--- src/rtl/uart_transmitter.sv ---
// rtl/uart_transmitter.sv - 7-bit even-parity UART transmitter, one frame buffer, back-to-back capable
// Frame: start 0, d0..d6 LSB first, parity (XOR of data), stop 1; every bit held CLKS_PER_BIT cycles.
module uart_transmitter #(
  parameter int CLK_PERIOD_NS = 60,
  parameter int BIT_NS        = 104167
) (
  input  logic       clk,
  input  logic       rst,
  input  logic [6:0] data_in,
  input  logic       data_valid,
  output logic       data_ready,
  output logic       transmit_bit,
  output logic       busy,
  output logic       done
);

  localparam int CLKS_PER_BIT = BIT_NS / CLK_PERIOD_NS;
  localparam int CW = $clog2(CLKS_PER_BIT);
  localparam logic [CW-1:0] CNT_LAST = CW'(CLKS_PER_BIT - 1);
  localparam logic [CW-1:0] CNT_PRE  = CW'(CLKS_PER_BIT - 2);

  generate
    if (CLKS_PER_BIT < 2) begin : g_bad_rate
      $error("uart_transmitter: CLKS_PER_BIT must be >= 2");
    end
  endgenerate

  typedef enum logic [2:0] {
    S_IDLE,
    S_START,
    S_DATA,
    S_PARITY,
    S_STOP
  } state_t;

  state_t        state_q;
  logic [CW-1:0] cnt_q;
  logic [2:0]    idx_q;
  logic [7:0]    shreg_q;
  logic          tx_q;
  logic          busy_q;
  logic          ready_q;
  logic          done_q;

  logic accept;
  logic bit_end;

  assign accept  = data_valid & ready_q;
  assign bit_end = (cnt_q == CNT_LAST);

  assign data_ready   = ready_q;
  assign transmit_bit = tx_q;
  assign busy         = busy_q;
  assign done         = done_q;

  // ready_q is only high in IDLE or the final STOP cycle, so accept covers both entry paths to START.
  always_ff @(posedge clk or posedge rst) begin
    if (rst) begin
      state_q <= S_IDLE;
      cnt_q   <= '0;
      idx_q   <= '0;
      shreg_q <= '0;
      tx_q    <= 1'b1;
      busy_q  <= 1'b0;
      ready_q <= 1'b1;
      done_q  <= 1'b0;
    end else if (accept) begin
      state_q <= S_START;
      cnt_q   <= '0;
      idx_q   <= '0;
      shreg_q <= {^data_in, data_in};
      tx_q    <= 1'b0;
      busy_q  <= 1'b1;
      ready_q <= 1'b0;
      done_q  <= 1'b0;
    end else begin
      case (state_q)
        S_IDLE: begin
          cnt_q <= '0;
        end
        S_START: begin
          if (bit_end) begin
            cnt_q   <= '0;
            idx_q   <= '0;
            state_q <= S_DATA;
            tx_q    <= shreg_q[0];
            shreg_q <= shreg_q >> 1;
          end else begin
            cnt_q <= cnt_q + 1'b1;
          end
        end
        S_DATA: begin
          if (bit_end) begin
            cnt_q   <= '0;
            tx_q    <= shreg_q[0];
            shreg_q <= shreg_q >> 1;
            if (idx_q == 3'd6) begin
              state_q <= S_PARITY;
            end else begin
              idx_q <= idx_q + 1'b1;
            end
          end else begin
            cnt_q <= cnt_q + 1'b1;
          end
        end
        S_PARITY: begin
          if (bit_end) begin
            cnt_q   <= '0;
            state_q <= S_STOP;
            tx_q    <= 1'b1;
          end else begin
            cnt_q <= cnt_q + 1'b1;
          end
        end
        S_STOP: begin
          if (bit_end) begin
            cnt_q   <= '0;
            state_q <= S_IDLE;
            busy_q  <= 1'b0;
            ready_q <= 1'b1;
            done_q  <= 1'b0;
          end else begin
            cnt_q <= cnt_q + 1'b1;
            // Raise ready/done so they are visible exactly during the final stop cycle.
            if (cnt_q == CNT_PRE) begin
              ready_q <= 1'b1;
              done_q  <= 1'b1;
            end
          end
        end
        default: begin
          state_q <= S_IDLE;
          cnt_q   <= '0;
          tx_q    <= 1'b1;
          busy_q  <= 1'b0;
          ready_q <= 1'b1;
          done_q  <= 1'b0;
        end
      endcase
    end
  end

endmodule

--- config.mk ---
export PLATFORM = sky130hd
export DESIGN_NAME = uart_transmitter
export DESIGN_NICKNAME = d
export VERILOG_FILES = /design/src/rtl/uart_transmitter.sv
export SDC_FILE = /design/constraint.sdc
export NUM_CORES = 1
export LEC_CHECK = 0
export CORE_MARGIN = 4
export CORE_UTILIZATION = 41
export DETAILED_ROUTE_END_ITERATION = 12
export DONT_BUFFER_PORTS = 1
export PLACE_DENSITY_LB_ADDON = 0.3
export SLEW_MARGIN = 0
export SYNTH_ARGS = -nofsm -noshare
export SYNTH_HDL_FRONTEND = slang
export SYNTH_SLANG_ARGS = --single-unit
--- constraint.sdc ---
create_clock -name clk -period 2.2 [get_ports clk]
set_clock_uncertainty 0.15 [all_clocks]
set_input_delay 0.33 -clock clk [delete_from_list [all_inputs] [get_ports clk]]
set_output_delay 0.33 -clock clk [all_outputs]
set_load 0.01 [all_outputs]
==> impl_metrics.csv <==
group,metric,value,unit
power,intPower,0.903,mW
timing,finalSetupViolations,0,
global_route,grt_pass1_vias,1110,
power,ir_drop,0.338,mV
floorplanning,ios,14,
cts,clkTransAtPathRegs,0.06,ns
route,drt_iter0_drc,72,
synth,ys_seq_elements,29,
final_layout,multi_input_area,774,um2
worst_hold_path,hp-class,"input port to flip-flop",
route,ant_nets,0,
critical_path,critPathMaxFanout,7,
route,wl,2.93,mm
route,remaining_drc_errors,0,
timing,slew_viol_final,0,
floorplanning,die_y,69.4,um
critical_path,worstPathArrival,2.02,ns
global_route,grt.overflow.total,0,
route,first_pass_iters,4,
cts,htree_levels,2,
power,power,1.21,mW
power,combPwrFrac,12.1,%
synth,synthCells,160,
floorplanning,rows,22,
power,powerDensity,710,nW/um2
synth,synth_cell_types,43,
global_route,grt_pass1_wl,5.19,mm
floorplanning,fp.dieW,69.4,um
timing,finalHoldViolCount,0,
cts,numCtsBuffers,5,
cts,cts_sinks,29,
synth,yosysWarnings,0,
placed_design,place_area,1600,um2
timing,fin_crit_sh,89.5,%
placed_design,gp_congestion,0.820,
power,pwr-share-clk,35.5,%
placed_design,placed_cells,205,
placed_design,place_ws,0.166,ns
placed_design,dpl.hpwl,2.14,mm
final_layout,fillers,356,
placed_design,io_buffers,0,
floorplanning,coreArea,3660,um2
power,swShare,25.2,%
global_route,grt_usage,13.3,%
synth,synthArstFlopShare,100,%
cts,cts_tree,"built",
synth,mappedNetlistArea,1540,um2
floorplanning,die-area,4810,um2
power,p_sw,0.305,mW
timing,tns,0,ns
cts,root_buffer,"clkbuf_8",
worst_hold_path,holdCritStartpoint,"data_valid",
cts,clk_latency,0.27,ns
synth,syn-num-nets,174,
timing,rsz0062_at_grt,"false",
synth,synthFlopType,"dfrtp_1",
final_layout,drive_gt1_share,9.09,%
timing,period_minus_slack,1.97,ns
final_layout,utilization,46.4,%
power,leakagePower,0.746,nW
flow_run,maxCapViolCount,0,
final_layout,regArea,728,um2
synth,synth.yosys.seq_area_share,47.2,%
final_layout,final_nets,179,
final_layout,finalInstanceArea,1700,um2
final_layout,diodes,0,
power,power_frac_seq,52.4,%
critical_path,worstPathRequired,2.25,ns
critical_path,rr_startpoint,"cnt_q[0]",
timing,holdWs,0.0622,ns
cts,ctsLongestPathBuffers,2,
timing,fmax,508,MHz
global_route,antenna_found_initial,0,
global_route,grt_max_degree,30,
floorplanning,initial_core_util,42.2,%
synth,synth_edf_count,0,
critical_path,worstSetupStartpointType,"flip-flop",
critical_path,worstSetupPathType,"flip-flop to flip-flop",
timing,worstMarginPinSlew,0.346,ns
route,vias,1151,
timing,fin_ws,0.230,ns
critical_path,startpoint,"cnt_q[0]",
route,via_per_inst,5.40,
critical_path,endpoint_kind,"flip-flop",
final_layout,finalNonFillerCells,213,
final_layout,area_delta_synth_final,10.1,%
synth,syn_area_per_cell,9.65,um2
route,wire_per_inst,13.8,um
timing,slew_headroom,76.6,%
outcome,run_status,"finished clean",
## critical path: stages (launching register included)
cell and delay, ns:
dfrtp_1 0.39, ha_1 0.23, and2_0 0.28, nand4_1 0.33, or3_1 0.44, o21ai_1 0.08
## area by class of cell
class                   count  share of cell area [%]
multi-input cells         120                    45.5
flip-flops and latches     29                    42.8
clock buffers               7                    5.08
well taps                  48                    3.53
repair buffers              4                    1.91
inverters                   5                    1.10
## path summary, 6_finish.rpt
| path | depth (start not counted) | slack (ns) | end |
|---|---|---|---|
| max | 5 | 0.23 | idx_q[0] |
| min | 2 | 0.06 | data_ready |
| max reg2reg | 5 | 0.23 | idx_q[0] |
| min reg2reg | 1 | 0.34 | cnt_q[0] |
| max in group asynchronous | 3 | 1.17 | data_ready |
| min in group asynchronous | 3 | 0.41 | shreg_q[5] |
## layout by cell type, fill, tap and decap left out, types with 4 or more instances in the layout
master and n:
dfrtp_1 27, nor2_1 21, nand2_1 20, xnor2_1 9
xor2_1 8, nand4_1 7, a31oi_1 7, clkbuf_8 6
inv_1 5, ha_1 4
## cells by family after synthesis
group	after synthesis	synth area share (%)
simple gates	74	25.3
flops	29	47.2
compound gates	24	11.0
xor+xnor	17	9.64
buf+inv	11	3.00
fa+ha+maj	4	3.24
mux	1	0.648
## metal layers
layer | up-vias | wire length, um | GRT usage [%]
met5 | - | 0 | 0
met4 | 0 | 23 | 3.90
met3 | 4 | 143 | 5.07
met2 | 18 | 1370 | 20.0
met1 | 561 | 1400 | 17.6
li1 | 568 | - | -
## state kept, by name (all words and copies together), names as in the netlist
name and count:
data_ready 1, shreg_q 8, cnt_q 11, idx_q 3, transmit_bit 1, done 1
state_q 3, busy 1
## power by group through the flow
stage	Sequential, mW	Combinational, mW	Clock [mW]
after floorplan	0.628	0.125	0
after global placement	0.638	0.140	0
after detailed placement	0.643	0.146	0
after CTS	0.633	0.149	0.446
after global routing	0.640	0.173	0.476
final	0.633	0.146	0.429
## cell usage after synthesis, types with 2 or more instances
cell type	number	area share, %
nand2_1	20	4.9
and4b_1	2	1.3
clkbuf_1	2	0.49
a21o_1	2	0.97
a31oi_1	7	2.8
inv_1	5	1.2
nor3b_1	2	0.97
xnor2_1	9	5.1
a21oi_1	2	0.65
o21ai_0	2	0.65
dfrtp_1	27	44
o211a_1	2	1.3
ha_1	4	3.2
nand2b_1	2	0.81
nand3_1	3	0.97
nand4_1	7	2.8
xor2_1	8	4.5
or3_1	2	0.81
and3_1	3	1.2
dfstp_2	2	3.4
nor4bb_1	2	1.3
nor2_1	21	5.1
buf_2	4	1.3
## timing repair
item,CTS,global route
gates resized for setup,0,1
endpoints found under the setup margin,0,9
setup buffers,0,0
hold endpoints to repair,27,0
hold buffers,1,0
Note: power is estimated with default switching activity, not from simulation.
